### src/rtl/lsu_apb_bridge.sv
// Bridges single-outstanding LSU load/store requests onto an APB master port.
// Optional ACCESS-phase timeout compiled in with macro LSU_APB_BRIDGE_TIMEOUT_EN.
module lsu_apb_bridge #(
    parameter int unsigned TIMEOUT_CYCLES = 255
) (
    input  logic        Pclk,
    input  logic        Prst,
    input  logic        req_valid,
    output logic        req_ready,
    input  logic [31:0] req_addr,
    input  logic        req_write,
    input  logic [31:0] req_wdata,
    input  logic [3:0]  req_wstrb,
    output logic        rsp_valid,
    input  logic        rsp_ready,
    output logic [31:0] rsp_rdata,
    output logic        rsp_err,
    output logic [31:0] Paddr,
    output logic        Pwrite,
    output logic        Psel,
    output logic        Penable,
    output logic [31:0] Pwdata,
    output logic [3:0]  Pstrb,
    input  logic [31:0] Prdata,
    input  logic        Pready,
    input  logic        Pslverr
);

    localparam logic [31:0] TIMEOUT_DATA = 32'hDEAD_BEEF;

    typedef enum logic [1:0] {IDLE, SETUP, ACCESS, RESP} state_t;

    state_t      state_q, state_d;
    logic        req_ready_d, psel_d, penable_d, pwrite_d, rsp_valid_d, rsp_err_d;
    logic [31:0] paddr_d, pwdata_d, rsp_rdata_d;
    logic [3:0]  pstrb_d;

`ifdef LSU_APB_BRIDGE_TIMEOUT_EN
    localparam int unsigned CNT_W = (TIMEOUT_CYCLES < 2) ? 1 : $clog2(TIMEOUT_CYCLES + 1);

    logic [CNT_W-1:0] tmo_cnt_q, tmo_cnt_d;
    logic             tmo_hit;

    // This stalled ACCESS cycle is the TIMEOUT_CYCLES-th in a row
    assign tmo_hit = (32'(tmo_cnt_q) + 32'd1) >= TIMEOUT_CYCLES;
`else
    logic unused_tmo;
    assign unused_tmo = ^32'(TIMEOUT_CYCLES);
`endif

    // Next-state and next-output values; every register holds by default
    always_comb begin
        state_d     = state_q;
        req_ready_d = req_ready;
        psel_d      = Psel;
        penable_d   = Penable;
        paddr_d     = Paddr;
        pwrite_d    = Pwrite;
        pwdata_d    = Pwdata;
        pstrb_d     = Pstrb;
        rsp_valid_d = rsp_valid;
        rsp_rdata_d = rsp_rdata;
        rsp_err_d   = rsp_err;
`ifdef LSU_APB_BRIDGE_TIMEOUT_EN
        tmo_cnt_d   = tmo_cnt_q;
`endif
        case (state_q)
            IDLE: begin
                if (req_valid && req_ready) begin
                    state_d     = SETUP;
                    req_ready_d = 1'b0;
                    psel_d      = 1'b1;
                    penable_d   = 1'b0;
                    paddr_d     = req_addr;
                    pwrite_d    = req_write;
                    pwdata_d    = req_write ? req_wdata : 32'd0;
                    pstrb_d     = req_write ? req_wstrb : 4'd0;
`ifdef LSU_APB_BRIDGE_TIMEOUT_EN
                    tmo_cnt_d   = '0;
`endif
                end
            end
            SETUP: begin
                state_d   = ACCESS;
                penable_d = 1'b1;
            end
            ACCESS: begin
                if (Pready) begin
                    state_d     = RESP;
                    psel_d      = 1'b0;
                    penable_d   = 1'b0;
                    rsp_valid_d = 1'b1;
                    rsp_rdata_d = Pwrite ? 32'd0 : Prdata;
                    rsp_err_d   = Pslverr;
`ifdef LSU_APB_BRIDGE_TIMEOUT_EN
                    tmo_cnt_d   = '0;
                end else if (tmo_hit) begin
                    state_d     = RESP;
                    psel_d      = 1'b0;
                    penable_d   = 1'b0;
                    rsp_valid_d = 1'b1;
                    rsp_rdata_d = TIMEOUT_DATA;
                    rsp_err_d   = 1'b1;
                    tmo_cnt_d   = '0;
                end else begin
                    tmo_cnt_d   = tmo_cnt_q + CNT_W'(1);
`endif
                end
            end
            RESP: begin
                if (rsp_ready) begin
                    state_d     = IDLE;
                    rsp_valid_d = 1'b0;
                    req_ready_d = 1'b1;
                end
            end
            default: state_d = IDLE;
        endcase
    end

    // State and output registers
    always_ff @(posedge Pclk or posedge Prst) begin
        if (Prst) begin
            state_q   <= IDLE;
            req_ready <= 1'b1;
            Psel      <= 1'b0;
            Penable   <= 1'b0;
            Paddr     <= 32'd0;
            Pwrite    <= 1'b0;
            Pwdata    <= 32'd0;
            Pstrb     <= 4'd0;
            rsp_valid <= 1'b0;
            rsp_rdata <= 32'd0;
            rsp_err   <= 1'b0;
        end else begin
            state_q   <= state_d;
            req_ready <= req_ready_d;
            Psel      <= psel_d;
            Penable   <= penable_d;
            Paddr     <= paddr_d;
            Pwrite    <= pwrite_d;
            Pwdata    <= pwdata_d;
            Pstrb     <= pstrb_d;
            rsp_valid <= rsp_valid_d;
            rsp_rdata <= rsp_rdata_d;
            rsp_err   <= rsp_err_d;
        end
    end

`ifdef LSU_APB_BRIDGE_TIMEOUT_EN
    always_ff @(posedge Pclk or posedge Prst) begin
        if (Prst) tmo_cnt_q <= '0;
        else      tmo_cnt_q <= tmo_cnt_d;
    end
`endif

endmodule

### config.mk
export PLATFORM = sky130hd
export DESIGN_NAME = lsu_apb_bridge
export DESIGN_NICKNAME = d
export VERILOG_FILES = /design/src/rtl/lsu_apb_bridge.sv
export SDC_FILE = /design/constraint.sdc
export NUM_CORES = 1
export LEC_CHECK = 0
export CAP_MARGIN = 20
export CORE_MARGIN = 2
export CORE_UTILIZATION = 30
export DETAILED_ROUTE_END_ITERATION = 10
export PLACE_DENSITY_LB_ADDON = 0.25
export SYNTH_ARGS = -nofsm -noshare
export SYNTH_HDL_FRONTEND = slang
export SYNTH_SLANG_ARGS = --single-unit
export TNS_END_PERCENT = 50
### constraint.sdc
create_clock -name Pclk -period 3.5 [get_ports Pclk]
set_input_delay 0.525 -clock Pclk [delete_from_list [all_inputs] [get_ports Pclk]]
set_output_delay 0.525 -clock Pclk [all_outputs]
set_load 0.005 [all_outputs]
==> summary.md <==
| Metric | Value |
|---|---|
| Status | complete, no violations |
| Global routing met1 resource utilization | 0.183 |
| Number of nets produced by synthesis | 520 |
| Crit end category | flip-flop |
| Classification of the worst setup path | reg2reg |
| Combined area of the multi-input logic cells | 0.00159 mm2 |
| Post-Route Skew | 0.00699 ns |
| Clk pin slew, worst setup/hold paths | 0.07 ns |
| Via total after detailed routing | about 3500 |
| Die area | ~0.016 mm2 |
| Number of antenna violations at the first check in global routing | 0 |
| Die Ht | 125 um |
| Sequential cell area fraction in the yosys report | 0.613 |
| Worst hold path class | reg2reg |
| Slew at the pin closest to its max-slew limit | just over 0.7 ns |
| Synth warnings | 0 |
| Post-route non-filler standard cell count | 799 |
| Iteration count of the initial detailed-routing pass | 4 |
| Seq. cell area | 0.00270 mm2 |
| Initial core utilization | 0.305 |
| Number of setup buffers added after CTS | 0 |
| CP max FO | 43 |
| Count of mapped cells out of synthesis | 406 |
| Net count, final | slightly above 700 |
| Deepest level of the CTS H-tree | 3 |
| Depth of the worst register-to-register path | 5 |
| Grt total ovfl | 0 |
| Critical register-to-register path endpoint | Paddr[22]$_DFFE_PP0P_ |
| Row count | 44 |
| Share of layout cells above drive strength 1 | 0.102 |
| Final-report max-slew violation count | 0 |
| Area share of xor/xnor cells in the synthesized design | 0 |
| Post-route cell area | 0.00702 mm2 |
| Post-synthesis instance area | 0.00441 mm2 |
| Maximum buffer depth of the clock tree | 2 |
| Data arrival time at the worst-slack endpoint | 2.40 ns |
| Number of buffers inserted by hold repair at cts | 0 |
| Max-cap violations | 0 |
| Global-route usage over all layers | 0.151 |
| Total I/O pin count | roughly 210 |
| Register-to-Register Setup Slack | about 1.3 ns |
| Port Buf Inserts | 212 |
| Data required time at the worst endpoint | 3.73 ns |
| Clock sink count | approximately 110 |
| Leading cell types in the layout, fill and taps excluded | sky130_fd_sc_hd__clkdlybuf4s50_1 (212), sky130_fd_sc_hd__dfrtp_1 (107), sky130_fd_sc_hd__nand2_1 (106) |
| Filler cell count | approximately 1400 |
| Worst setup path end | Paddr[22]$_DFFE_PP0P_ |
| Detailed placer's ending HPWL | 8460 um |
| Weighted congestion reported at the end of routability-driven placement | 0.766 |
| Remaining antenna violation count | 0 |
| Routed wirelength normalized by instance count | 14.6 um |
| Placement Cell Area | 0.00674 mm2 |
| Final total negative setup slack | 0 ns |
| Number of cells after detailed placement | ~800 |
| Headroom to the max-slew limit | 0.515 |
| Antenna diode count | 0 |
| Area share of fa/ha/maj cells after synthesis | 0.0198 |
| Total DRC errors in the routed layout | 0 |
| Post-synthesis compound-gate area fraction | 0.0907 |
| CP startpoint | state_q[0]$_DFFE_PP0P_ |
| Vias per inst | 4.43 |
| Layer with the highest usage | met2 |
| Cell leakage power | 3.02 nW |
| Startpoint of the worst-slack reg-to-reg timing path | state_q[0]$_DFFE_PP0P_ |
| RSZ-0062 raised after global routing | no |
| CTS buffer count | 9 |
| Period Utilization, post-route | 0.619 |
| Distinct cells, synth | 25 |
| Portion of netlist area occupied by mux cells | 0.0964 |
| Synthesized-area fraction occupied by and/or/nand/nor cells | 0.151 |
| Global routing usage on met2 | 0.248 |
| First-pass GRT wire length | 18900 um |
| Yosys reg bits | about 110 |
| Die width | 125 um |
| Met3 track demand over resource | 0.0543 |
| First DRT Iteration DRCs | 211 |
| Vias in the first global route | 3626 |
| Setup slack at placement | approximately 1.1 ns |
| Worst hold slack after final layout | about 0.48 ns |
| Setup violation total in the final timing report | 0 |
| Sum of routed wire length over all layers | 11700 um |
| Achievable clock frequency | 0.461 GHz |
| Largest net degree at the start of global routing | 58 |
| Placeable core region | ~0.014 mm2 |
| TritonCTS clock tree | done |
| Post-Synthesis Mean Instance Area | 10.9 um2 |
| Dominant combinational cell family by area after synthesis | simple AND/OR/NAND/NOR gates |
| Peak ir drop on the vdd network | 0.396 mV |
| Root buf cell | sky130_fd_sc_hd__clkbuf_16 |
| Leading cell type in the layout, fill and taps excluded | sky130_fd_sc_hd__clkdlybuf4s50_1 |
| Power Dens Cells | about 780 mW/mm2 |
| Setup slack after layout | 1.33 ns |
| Final Hold Violating Endpoints | 0 |
| Clk Latency, worst-skew pair | about 0.35 ns |
| Total of cells resized after clock tree synthesis | 0 |
| Final critical delay including setup and external delays | ~2.2 ns |
| Layout overhead on the synthesized area | 59.0% |
| Sort of element at the start of the critical path | flip-flop |
-- metal layers --
metal | part of all wire | vias to the layer above
met1 | 0.41 | 1667
met3 | 0.070 | 13
met2 | 0.50 | 124
met4 | 0.019 | 0
met5 | 0 | -
li1 | - | 1732
-- worst max-delay path: stages, from the launching register on --
cell,delay [ns]
sky130_fd_sc_hd__dfrtp_1,0.41
sky130_fd_sc_hd__inv_1,0.16
sky130_fd_sc_hd__ha_1,0.30
sky130_fd_sc_hd__nand3_4,0.45
sky130_fd_sc_hd__buf_4,0.41
sky130_fd_sc_hd__mux2_2,0.30
-- cell type report --
class                      count  share of cell area
timing repair buffer         219               0.313
clock inverter                 5             0.00553
inverter                       5             0.00303
tap                          184              0.0328
multi-input combinational    268               0.226
sequential                   108               0.385
clock buffer                  10              0.0341
-- flip-flops by register name (all words and copies together), names as in the netlist --
name       cells
rsp_valid      1
rsp_rdata     32
Pstrb          4
Psel           1
Pwrite         1
Paddr         32
rsp_err        1
state_q        2
req_ready      1
Penable        1
Pwdata        32
-- stage by stage --
stage | power [W] | util
6_report | 0.00549 | 0.485
5_1_grt | 0.00590 | 0.485
4_1_cts | 0.00559 | 0.485
3_5_place_dp | 0.00460 | 0.466
3_3_place_gp | 0.00451 | 0.466
2_1_floorplan | 0.00309 | -
-- cells by family after synthesis --
kind of cell | after synthesis
flip-flops | 108
adder cells (fa/ha/maj) | 7
AND/OR/NAND/NOR | 148
AO/OA/AOI/OAI | 75
buffers and inverters | 30
multiplexers | 38
-- worst min path at each step --
stage | from | end | slack [ns] | depth (start not counted)
floorplan | Pwdata[10]$_DFFE_PP0P_ | Pwdata[10]$_DFFE_PP0P_ | 0.47 | 2
global placement | Pwdata[9]$_DFFE_PP0P_ | Pwdata[9]$_DFFE_PP0P_ | 0.46 | 2
detailed placement | rsp_rdata[18]$_DFFE_PP0P_ | rsp_rdata[18]$_DFFE_PP0P_ | 0.47 | 2
CTS | rsp_rdata[18]$_DFFE_PP0P_ | rsp_rdata[18]$_DFFE_PP0P_ | 0.49 | 2
global route | Paddr[5]$_DFFE_PP0P_ | Paddr[5]$_DFFE_PP0P_ | 0.51 | 1
finish | rsp_rdata[18]$_DFFE_PP0P_ | rsp_rdata[18]$_DFFE_PP0P_ | 0.48 | 2
-- report_power, final --
group	switching [W]	total, W	internal [W]
sequential	0.000316	0.00214	0.00182
combinational	0.000867	0.00239	0.00153
clock	0.000457	0.000957	0.000499
-- synthesized netlist by cell type --
master,n,area (um2)
sky130_fd_sc_hd__a211o_1,1,8.76
sky130_fd_sc_hd__a21boi_2,1,11.3
sky130_fd_sc_hd__a22o_1,1,8.76
sky130_fd_sc_hd__a2bb2oi_1,1,8.76
sky130_fd_sc_hd__buf_1,1,3.75
sky130_fd_sc_hd__buf_2,12,60.1
sky130_fd_sc_hd__buf_4,1,7.51
sky130_fd_sc_hd__clkbuf_1,11,41.3
sky130_fd_sc_hd__dfrtp_1,107,2680
sky130_fd_sc_hd__dfstp_2,1,26.3
sky130_fd_sc_hd__ha_1,7,87.6
sky130_fd_sc_hd__inv_1,5,18.8
sky130_fd_sc_hd__mux2_2,36,405
sky130_fd_sc_hd__mux2i_1,2,20.0
sky130_fd_sc_hd__nand2_1,106,398
sky130_fd_sc_hd__nand2b_1,33,206
sky130_fd_sc_hd__nand3_2,1,10.0
sky130_fd_sc_hd__nor2_1,1,3.75
sky130_fd_sc_hd__nor2b_1,5,31.3
sky130_fd_sc_hd__nor3_1,1,5.00
sky130_fd_sc_hd__nor3_2,1,10.0
sky130_fd_sc_hd__o21ai_0,67,335
sky130_fd_sc_hd__o21ai_1,2,10.0
sky130_fd_sc_hd__o21bai_1,1,7.51
sky130_fd_sc_hd__o311a_1,1,10.0
Power figures use the tool's default switching activity.
